===== src/rtl/replay_ctrl.sv =====
// Record/playback controller: stores UART rx bytes into framed DPRAM and replays frames to tx.
// Optional `REPLAY_ABORT_KEY_EN: a key press while loading/sending aborts the replay.
module replay_ctrl #(
    parameter int ADDR_W     = 13,
    parameter int FRAME_LEN  = 96,
    parameter int NUM_FRAMES = 4,
    parameter int FIDX_W     = 2,
    parameter int PERIOD_CYC = 50_000_000
) (
    input  logic              clk,
    input  logic              reset,
    input  logic              key_flag,
    input  logic              key_state,
    input  logic [1:0]        mode,
    input  logic [FIDX_W-1:0] frame_sel,
    input  logic              rx_done,
    input  logic              tx_done,
    output logic              wea,
    output logic [ADDR_W-1:0] addra,
    output logic [ADDR_W-1:0] addrb,
    output logic              send_en,
    output logic              busy,
    output logic              frame_done,
    output logic              led,
    output logic              overrun
);

    typedef enum logic [1:0] {
        IDLE = 2'd0,
        LOAD = 2'd1,
        SEND = 2'd2
    } state_t;

    localparam int CNT_W = (FRAME_LEN > 1) ? $clog2(FRAME_LEN) : 1;
    localparam int PER_W = (PERIOD_CYC > 1) ? $clog2(PERIOD_CYC) : 1;

    localparam logic [ADDR_W-1:0] ADDRA_LAST  = ADDR_W'(NUM_FRAMES * FRAME_LEN - 1);
    localparam logic [ADDR_W-1:0] FRAME_LEN_A = ADDR_W'(FRAME_LEN);
    localparam logic [CNT_W-1:0]  TX_LAST     = CNT_W'(FRAME_LEN - 1);
    localparam logic [PER_W-1:0]  PER_LAST    = PER_W'(PERIOD_CYC - 1);

    state_t              state_q, state_d;
    logic [ADDR_W-1:0]   addrA_q, addrA_d;
    logic [ADDR_W-1:0]   addrB_q, addrB_d;
    logic [CNT_W-1:0]    txCnt_q, txCnt_d;
    logic [PER_W-1:0]    perCnt_q, perCnt_d;
    logic [FIDX_W-1:0]   fidx_q, fidx_d;
    logic [1:0]          modeLat_q, modeLat_d;
    logic                armed_q, armed_d;
    logic                sendEn_q, sendEn_d;
    logic                frameDone_q, frameDone_d;
    logic                led_q, led_d;
    logic                overrun_q, overrun_d;

    logic                keyPress;
    logic                tick;
    logic                inIdle;
    logic                keyTrig;
    logic                trigger;
    logic                abortReq;
    logic [FIDX_W-1:0]   fselSafe;
    logic [ADDR_W-1:0]   frameBase;

    // State register; every register returns to its reset value on a synchronous reset.
    always_ff @(posedge clk) begin
        if (reset) begin
            state_q     <= IDLE;
            addrA_q     <= '0;
            addrB_q     <= '0;
            txCnt_q     <= '0;
            perCnt_q    <= '0;
            fidx_q      <= '0;
            modeLat_q   <= '0;
            armed_q     <= 1'b0;
            sendEn_q    <= 1'b0;
            frameDone_q <= 1'b0;
            led_q       <= 1'b0;
            overrun_q   <= 1'b0;
        end else begin
            state_q     <= state_d;
            addrA_q     <= addrA_d;
            addrB_q     <= addrB_d;
            txCnt_q     <= txCnt_d;
            perCnt_q    <= perCnt_d;
            fidx_q      <= fidx_d;
            modeLat_q   <= modeLat_d;
            armed_q     <= armed_d;
            sendEn_q    <= sendEn_d;
            frameDone_q <= frameDone_d;
            led_q       <= led_d;
            overrun_q   <= overrun_d;
        end
    end

    // Periodic mode: the key only arms the tick source, the tick then fires each frame.
    always_comb begin
        keyPress  = key_flag && !key_state;
        inIdle    = (state_q == IDLE);
        tick      = armed_q && (perCnt_q == PER_LAST);
        keyTrig   = keyPress && !(inIdle && (mode == 2'd1));
        trigger   = keyTrig || tick;
`ifdef REPLAY_ABORT_KEY_EN
        abortReq  = keyPress && !inIdle;
`else
        abortReq  = 1'b0;
`endif
        fselSafe  = (32'(frame_sel) >= NUM_FRAMES) ? '0 : frame_sel;
        frameBase = ADDR_W'(fidx_q) * FRAME_LEN_A;
    end

    always_comb begin
        state_d     = state_q;
        addrA_d     = addrA_q;
        addrB_d     = addrB_q;
        txCnt_d     = txCnt_q;
        perCnt_d    = perCnt_q;
        fidx_d      = fidx_q;
        modeLat_d   = modeLat_q;
        armed_d     = armed_q;
        sendEn_d    = (state_q == SEND);
        frameDone_d = 1'b0;
        led_d       = led_q ^ tick;
        overrun_d   = overrun_q;

        if (rx_done) begin
            addrA_d = (addrA_q == ADDRA_LAST) ? '0 : addrA_q + 1'b1;
        end

        case (state_q)
            IDLE: begin
                if (mode != 2'd1) begin
                    armed_d = 1'b0;
                end else if (keyPress) begin
                    armed_d = 1'b1;
                end
                if (trigger) begin
                    state_d   = LOAD;
                    fidx_d    = fselSafe;
                    modeLat_d = mode;
                end
            end
            LOAD: begin
                if (abortReq) begin
                    state_d = IDLE;
                    armed_d = 1'b0;
                end else begin
                    if (trigger) begin
                        overrun_d = 1'b1;
                    end
                    addrB_d = frameBase;
                    txCnt_d = '0;
                    state_d = SEND;
                end
            end
            SEND: begin
                if (abortReq) begin
                    state_d = IDLE;
                    armed_d = 1'b0;
                end else begin
                    if (trigger) begin
                        overrun_d = 1'b1;
                    end
                    if (tx_done) begin
                        addrB_d = addrB_q + 1'b1;
                        txCnt_d = txCnt_q + 1'b1;
                        if (txCnt_q == TX_LAST) begin
                            frameDone_d = 1'b1;
                            if ((modeLat_q == 2'd2) && (32'(fidx_q) < NUM_FRAMES - 1)) begin
                                fidx_d  = fidx_q + 1'b1;
                                state_d = LOAD;
                            end else begin
                                state_d = IDLE;
                            end
                        end
                    end
                end
            end
            default: begin
                state_d = IDLE;
            end
        endcase

        // The counter restarts from zero on every fresh arming.
        if (armed_q && armed_d) begin
            perCnt_d = tick ? '0 : perCnt_q + 1'b1;
        end else begin
            perCnt_d = '0;
        end
    end

    assign wea        = rx_done;
    assign addra      = addrA_q;
    assign addrb      = addrB_q;
    assign send_en    = sendEn_q;
    assign busy       = (state_q != IDLE);
    assign frame_done = frameDone_q;
    assign led        = led_q;
    assign overrun    = overrun_q;

endmodule

===== config.mk =====
export PLATFORM = sky130hd
export DESIGN_NAME = replay_ctrl
export DESIGN_NICKNAME = d
export VERILOG_FILES = /design/src/rtl/replay_ctrl.sv
export SDC_FILE = /design/constraint.sdc
export NUM_CORES = 1
export LEC_CHECK = 0
export ABC_AREA = 1
export CAP_MARGIN = 20
export CORE_AREA = 2 2 81 83
export CTS_CLUSTER_SIZE = 8
export DETAILED_ROUTE_END_ITERATION = 8
export DIE_AREA = 0 0 83 85
export PLACE_DENSITY_LB_ADDON = 0.3
export SYNTH_ARGS = -nofsm -noshare
export SYNTH_HDL_FRONTEND = slang
export SYNTH_SLANG_ARGS = --single-unit

===== constraint.sdc =====
create_clock -name clk -period 4.36 [get_ports clk]
set_clock_uncertainty 0.1 [all_clocks]
set_input_delay 0.654 -clock clk [delete_from_list [all_inputs] [get_ports clk]]
set_output_delay 0.654 -clock clk [all_outputs]
set_load 0.1 [all_outputs]

==> metrics, run 1 <==
initial core utilization 0.575; layout cells sized above 1 0.0792; sequential area share after synthesis 0.393; worst reg2reg startpoint state_q[0]$_SDFFE_PP0P_; die span in x 83 um; via count 3,354; Worst Setup Slack post-DPL 1.43 ns; Final Slew Violations 0; combined flip-flop and latch cell area 1400 um^2; hold path start modeLat_q[0]$_SDFFE_PP0P_; Critical Path Source Type flip-flop; Synth Area per Inst 7.18 um^2; worst min-delay path category reg2reg; Worst VDD drop 0.302 mV; cell depth of the worst min-delay path 2; antenna violations before repair 0; Critical Path Sink Type primary output; wire length of the first global-routing pass 13.5 mm; vias in the first global route 3,131; DRC 0; num rows 29; upper clock frequency limit 315 MHz; number of buffers added to fix hold violations after cts 0; Avg Vias per Cell 5.41; largest fanout of any net on the critical path 7; worst setup path start state_q[0]$_SDFFE_PP0P_; number of inserted filler cells in the final layout 532; slew at the pin closest to its max-slew limit 1.00 ns; Die Area 7060 um^2; distinct cell type count after synthesis 41; placement-stage cell area 4010 um^2; Die Y 85 um; worst hold-check slack 0.375 ns; total design power 1760 uW; Detail Placement HPWL 5.67 mm; power density relative to cell area 419 nW/um^2; Root Buffer Master clkbuf_8; Post-Synthesis Cell Area 3570 um^2; Wirelength per Cell 12.6 um; number of gates resized after CTS 0; setup repair after global routing missed its margin no; overflow left after global routing 0; multi-input combinational cell area 1870 um^2; result of the run finished clean; Post-Layout Inst Area 4190 um^2; clk sink count 70; number of post-CTS setup repair buffers 0; final setup margin 1.19 ns; Period Utilization, post-route 0.728; Pre-antenna DRT Iters 4; area delta synth->final 17.3%; final setup violating endpoints 0; Syn. warnings 0; number of standard cells after synthesis 497; final period demand of the worst path 3.17 ns; post-synthesis sequential element count 70; initial DRC count 212; maximum number of pins on one net before global-route repair 27; required time worst endpoint 3.61 ns; critical path start-end classification reg2out; Final #Nets 560; number of levels the H-tree was split into 3; IO Port Bufs 41; antenna-violating nets left 0; standby leakage power 0.00159 uW; diodes inserted 0; RD Place Congestion 0.873; area of the core 6200 um^2; TritonCTS clock tree done; top-level I/O count 42; Worst-path clk slew 0.07 ns; TNS Setup 0 ns; nets in the synthesized netlist 517; cts bufs inserted 9; worst rel slew slack 0.330; FF-to-FF path depth 8; total wirelength of the detailed-routed design 7.84 mm; maxcap violations 0; Critical Path AT 2.42 ns; combined global-route utilization of all metal layers 0.231; worst skew pair latency 0.34 ns; Max clock buf depth 2; Hold Fails Final Rpt 0
-- cell families after synthesis --
family                   share of synthesized area
flip-flops                                   0.393
buffers and inverters                       0.0834
AND/OR/NAND/NOR                              0.343
XOR/XNOR                                    0.0294
AO/OA/AOI/OAI                                0.116
adder cells (fa/ha/maj)                     0.0351
-- cell usage in the layout, fill, tap and decap left out, types with 4 or more instances in the layout --
| master | synthesis | layout |
|---|---|---|
| nand2_1 | 101 | 101 |
| dfxtp_1 | 70 | 70 |
| nor2_1 | 67 | 67 |
| inv_1 | 57 | 57 |
| clkdlybuf4s50_1 | 0 | 40 |
| a21oi_1 | 39 | 39 |
| nand3_1 | 26 | 26 |
| o21ai_0 | 23 | 23 |
| nor3_1 | 17 | 17 |
| clkbuf_8 | 0 | 12 |
| nand4_1 | 10 | 10 |
| ha_1 | 10 | 10 |
| xor2_1 | 7 | 7 |
| nor2_2 | 5 | 5 |
| xnor2_1 | 5 | 5 |
| nand2_2 | 4 | 4 |
| nand3b_1 | 4 | 4 |
-- layout make-up --
cell class	count	area share
multi-input cells	356	0.447
clock buffers	13	0.0403
flip-flops and latches	70	0.335
repair buffers	42	0.0992
inverters	61	0.0547
well taps	77	0.0230
clock inverters	1	0.00120
-- flip-flops by register name, summed over array words and instances, names as in the netlist --
register    count
overrun         1
led             1
state_q         2
send_en         1
armed_q         1
perCnt_q       26
txCnt_q         7
fidx_q          2
frame_done      1
addra          13
addrb          13
modeLat_q       2
-- synth_stat cells --
master	count	area, um^2
a31oi_1	2	12.5
buf_6	2	22.5
nand3b_1	4	30.0
nor2_4	2	22.5
a211o_1	1	8.76
a21oi_1	39	195
nor3_2	1	10.0
nand4_1	10	62.6
nor4_1	3	18.8
and3_1	2	12.5
or2_0	2	12.5
buf_1	1	3.75
xnor2_1	5	43.8
nand3_2	3	30.0
a22oi_1	2	15.0
nor2_2	5	31.3
clkinv_1	1	3.75
nand3_4	3	52.6
buf_4	3	22.5
inv_1	57	214
nor2_1	67	251
nand2_2	4	25.0
nor3b_1	2	15.0
dfxtp_1	70	1400
o21bai_1	3	22.5
o21ai_0	23	115
nand2_1	101	379
inv_2	3	11.3
o22ai_1	1	6.26
ha_1	10	125
nor2_8	1	20.0
buf_2	4	20.0
or2_2	3	18.8
nand3_1	26	130
o211ai_1	1	7.51
a211oi_1	2	15.0
nand2_4	1	11.3
a21oi_2	2	17.5
nor3_1	17	85.1
and2_1	1	6.26
xor2_1	7	61.3
-- power breakdown --
group	total [uW]	leakage, uW	switching [uW]	internal [uW]
clock network	474	0.0000914	228	246
registers	721	0.000566	39.4	682
logic	560	0.000929	416	145
-- path summary, 6_finish.rpt --
check / end / slack, ns
worst min register to register: modeLat_q[0]$_SDFFE_PP0P_ / 0.37
worst max register to register: txCnt_q[5]$_SDFFE_PP0P_ / 1.91
worst max-delay path: busy / 1.19
worst min-delay path: modeLat_q[0]$_SDFFE_PP0P_ / 0.37
-- per-stage QoR --
stage	instances	util
final	620	0.675
after global routing	620	0.675
after CTS	620	0.675
after detailed placement	606	0.647
after global placement	606	0.647
after floorplan	497	-
-- critical path: stages, from the launching register on --
cell,delay (ns)
dfxtp_1,0.39
inv_1,0.08
ha_1,0.30
inv_1,0.14
clkdlybuf4s50_1,1.17
-- routing by layer --
| metal | routed length (um) | vias to the layer above | GRT usage |
|---|---|---|---|
| li1 | - | 1704 | - |
| met1 | 3610 | 1568 | 0.289 |
| met2 | 3810 | 66 | 0.381 |
| met3 | 269 | 16 | 0.0467 |
| met4 | 159 | 0 | 0.115 |
| met5 | 0 | - | 0 |
(Power assumes the default switching activity.)
==> inputs of run 2 (changes only) <==
- CORE_AREA: 2 2 81 83 -> 2 2 83 85
- DIE_AREA: 0 0 83 85 -> 0 0 85 87
- clock period: 4.36 -> 3.18 ns (I/O delays scaled with it)
==> run 2 against run 1 <==
First-iteration DRC count shrank 43%. Worst hold slack worse by 0.012 ns. Largest cell class unchanged. Via count down 3.2%. Cell count rose by 0.97%. Clock power increased by 52%. Register-to-register slack worse by 1.1 ns. Utilization decreased by 4.4 points. Die area increased by 4.8%. Non-clock buffer count rose by 1. Final area is 0.99% lower. Clock-buffer cell count fell by 3. Flip-flop and latch count stayed put.
==> metrics, run 2 (synthesized netlist as in run 1, its figures left out) <==
result of the run finished clean; Avg Vias per Cell 5.19; clk sink count 70; layout cells sized above 1 0.143; Top reg by flops perCnt_q; upper clock frequency limit 422 MHz; slew at the pin closest to its max-slew limit 0.478 ns; maxcap violations 0; Pre-antenna DRT Iters 4; standby leakage power 0.00166 uW; initial DRC count 120; Critical Path Sink Type flip-flop; setup repair after global routing missed its margin no; Worst VDD drop 0.551 mV; diodes inserted 0; Final Slew Violations 0; final period demand of the worst path 2.37 ns; total design power 2460 uW; number of buffers added to fix hold violations after cts 0; worst min-delay path category reg2reg; number of inserted filler cells in the final layout 578; commonest cells after routing, fill and taps aside nand2_1 (101), dfxtp_1 (70), nor2_1 (67); final cell utilization of the core 0.631; number of gates resized after CTS 0; total wirelength of the detailed-routed design 7.59 mm; combined global-route utilization of all metal layers 0.215; number of levels the H-tree was split into 3; DRC 0; antenna-violating nets left 0; largest fanout of any net on the critical path 13; Root Buffer Master clkbuf_8; area delta synth->final 16.1%; multi-input combinational cell area 1870 um^2; TNS Setup 0 ns; TritonCTS clock tree done; combined flip-flop and latch cell area 1400 um^2; Detail Placement HPWL 5.68 mm; overflow left after global routing 0; Max clock buf depth 2; die span in x 85 um; Period Utilization, post-route 0.746; cts bufs inserted 9; Die Y 87 um; worst rel slew slack 0.680; most common cell after layout, fill and taps aside nand2_1; flip-flop count of the largest register, all copies and words added 26; Final #Nets 561; worst skew pair latency 0.33 ns; initial core utilization 0.543; Wirelength per Cell 12.1 um; Hold Fails Final Rpt 0; via count 3,247; wire length of the first global-routing pass 13.0 mm; top-level I/O count 42; area of the core 6570 um^2; Die Area 7400 um^2; required time worst endpoint 3.30 ns; number of post-CTS setup repair buffers 0; num rows 30; maximum number of pins on one net before global-route repair 27; RD Place Congestion 0.832; Critical Path AT 2.49 ns; Critical Path Source Type flip-flop; IO Port Bufs 41; power density relative to cell area 594 nW/um^2; critical path start-end classification reg2reg; antenna violations before repair 0; vias in the first global route 3,132; Worst-path clk slew 0.08 ns; final setup violating endpoints 0
==> run 2: cell types whose count changed in the layout (fill, tap and decap cells not counted), sizes merged <==
cell | before | now
buf | 2 | 34
clkdlybuf4s50 | 40 | 9
clkbuf | 13 | 10
clkinv | 2 | 5
bufinv | 0 | 1
clkinvlp | 0 | 1
==> run 2: power by group <==
part	internal, uW	switching (uW)
clock	381	340
combinational	185	566
sequential	934	58.0
==> run 2: through the flow <==
step / hold slack, ns / setup WS (ns) / area, um^2 / cells
finish: 0.363 / 0.809 / 4150 / 626
global route: 0.405 / 0.488 / 4150 / 626
global placement: 0.343 / 0.860 / 3950 / 610
floorplan: 0.329 / 0.838 / 3570 / 497
CTS: 0.366 / 0.838 / 4150 / 626
detailed placement: 0.349 / 0.838 / 3950 / 610
==> run 2: cell type report <==
cell class	instances	area share
clock buffers	10	0.0332
repair buffers	43	0.0833
multi-input cells	356	0.451
inverters	61	0.0552
well taps	80	0.0241
clock inverters	6	0.0148
flip-flops and latches	70	0.338
==> run 2: path summary, 6_finish.rpt <==
path,from,end,slack (ns),cells after the start
setup reg to reg,state_q[0]$_SDFFE_PP0P_,txCnt_q[5]$_SDFFE_PP0P_,0.81,8
hold / removal,perCnt_q[0]$_SDFF_PP0_,perCnt_q[0]$_SDFF_PP0_,0.36,1
setup / recovery,state_q[0]$_SDFFE_PP0P_,txCnt_q[5]$_SDFFE_PP0P_,0.81,8
hold reg to reg,perCnt_q[0]$_SDFF_PP0_,perCnt_q[0]$_SDFF_PP0_,0.36,1
==> run 2: worst max-delay path: stages (launching register included) <==
cell	delay (ns)
dfxtp_1	0.34
inv_1	0.10
ha_1	0.38
clkinv_1	0.31
nand2_1	0.45
nand2_2	0.22
nand3_1	0.16
xor2_1	0.14
nor2_1	0.05
==> run 2: per-layer routing <==
| layer | vias to the layer above | track usage | share of wire |
|---|---|---|---|
| met2 | 50 | 0.387 | 0.51 |
| li1 | 1705 | - | - |
| met1 | 1490 | 0.253 | 0.45 |
| met3 | 2 | 0.0370 | 0.035 |
| met4 | 0 | 0.0837 | 0.0042 |
| met5 | - | 0 | 0 |
==> inputs of run 3 (changes only) <==
- clock period: 3.18 -> 2.4 ns (I/O delays scaled with it)
==> run 3 against run 2 <==
Global-route usage shrank 0.12 points. Clock power increased by 39%. Flip-flop and latch count unchanged. Power increased by 37%. Critical path depth unchanged. Non-clock buffer count increased by 4. Worst hold slack gained 0.0022 ns. Critical path type unchanged. Largest cell class unchanged. Largest power group unchanged.
==> metrics, run 3 (synthesized netlist as in run 1, its figures left out) <==
result of the run finished clean; vias in the first global route 3,015; number of buffers added to fix hold violations after cts 0; maximum number of pins on one net before global-route repair 27; cts bufs inserted 9; die span in x 85 um; Max clock buf depth 2; standby leakage power 0.00169 uW; most common cell after layout, fill and taps aside nand2_1; worst rel slew slack 0.678; number of gates resized after CTS 0; RD Place Congestion 0.900; Detail Placement HPWL 5.72 mm; DRC 0; Top reg by flops perCnt_q; required time worst endpoint 2.58 ns; final cell utilization of the core 0.641; upper clock frequency limit 494 MHz; Avg Vias per Cell 5.27; FF-to-FF path depth 8; placement-stage cell area 4000 um^2; Pre-antenna DRT Iters 4; number of post-CTS setup repair buffers 0; Final #Nets 565; num rows 30; Critical Path Source Type flip-flop; largest fanout of any net on the critical path 26; clk sink count 70; TritonCTS clock tree done; initial DRC count 149; wire length of the first global-routing pass 12.8 mm; Die Area 7400 um^2; area of the core 6570 um^2; worst min-delay path category reg2reg; combined global-route utilization of all metal layers 0.213; IO Port Bufs 41; area delta synth->final 18.0%; overflow left after global routing 0; flip-flop count of the largest register, all copies and words added 26; layout cells sized above 1 0.145; antenna violations before repair 0; via count 3,323; Worst VDD drop 0.489 mV; number of levels the H-tree was split into 3; Critical Path Sink Type flip-flop; Hold Fails Final Rpt 0; total wirelength of the detailed-routed design 7.62 mm; final setup violating endpoints 0; initial core utilization 0.543; power density relative to cell area 799 nW/um^2; TNS Setup 0 ns; Post-Layout Inst Area 4210 um^2; Critical Path AT 2.21 ns; Root Buffer Master clkbuf_8; worst skew pair latency 0.34 ns; top-level I/O count 42; commonest cells after routing, fill and taps aside nand2_1 (101), dfxtp_1 (70), nor2_1 (67); antenna-violating nets left 0; Worst-path clk slew 0.07 ns; Final Slew Violations 0; slew at the pin closest to its max-slew limit 0.478 ns; setup repair after global routing missed its margin no; Die Y 87 um; number of inserted filler cells in the final layout 577; cell depth of the worst min-delay path 1; Period Utilization, post-route 0.844; maxcap violations 0; critical path start-end classification reg2reg; Wirelength per Cell 12.1 um; diodes inserted 0; final period demand of the worst path 2.02 ns
[run 3: cell types whose count changed in the layout (fill, tap and decap cells not counted), sizes merged]
cell | before | now
buf | 34 | 38
clkinv | 5 | 2
clkinvlp | 1 | 0
clkbuf | 10 | 14
[run 3: final timing paths]
check	startpoint	endpoint	slack (ns)
min	perCnt_q[0]$_SDFF_PP0_	perCnt_q[0]$_SDFF_PP0_	0.37
max reg2reg	state_q[0]$_SDFFE_PP0P_	perCnt_q[21]$_SDFF_PP0_	0.38
min reg2reg	perCnt_q[0]$_SDFF_PP0_	perCnt_q[0]$_SDFF_PP0_	0.37
max	state_q[0]$_SDFFE_PP0P_	perCnt_q[21]$_SDFF_PP0_	0.38
[run 3: area by class of cell]
| class | count | area, um^2 | share of cell area |
|---|---|---|---|
| Clock inverter | 2 | 38.8 | 0.00921 |
| Multi-Input combinational cell | 356 | 1870 | 0.444 |
| Tap cell | 80 | 100 | 0.0238 |
| Inverter | 61 | 229 | 0.0544 |
| Timing Repair Buffer | 47 | 400 | 0.0950 |
| Clock buffer | 14 | 173 | 0.0410 |
| Sequential cell | 70 | 1400 | 0.333 |
[run 3: layer usage]
| layer | wire (um) | up-vias | GRT usage |
|---|---|---|---|
| li1 | - | 1719 | - |
| met1 | 3310 | 1528 | 0.246 |
| met2 | 3830 | 64 | 0.376 |
| met3 | 346 | 12 | 0.0531 |
| met4 | 122 | 0 | 0.0895 |
| met5 | 0 | - | 0 |
[run 3: through the flow]
step | hold slack [ns] | total power (uW) | setup slack [ns] | std cells
final | 0.365 | 3370 | 0.375 | 630
after CTS | 0.375 | 3390 | 0.357 | 630
after floorplan | 0.329 | 2130 | 0.0585 | 497
after detailed placement | 0.359 | 2390 | 0.324 | 614
after global placement | 0.345 | 2370 | 0.396 | 614
after global routing | 0.389 | 3520 | 0.205 | 630
[run 3: worst max-delay path: stages (launching register included)]
cell and delay [ns]:
dfxtp_1 0.38, inv_1 0.08, ha_1 0.30, inv_1 0.18, nand2_1 0.09, a21oi_2 0.20, nand3_4 0.28, o21bai_1 0.26
nor2_1 0.08
[run 3: where the power goes]
group / switching [uW] / internal [uW]
clock: 433 / 569
sequential: 76.5 / 1240
combinational: 760 / 290
total: 1270 / 2100
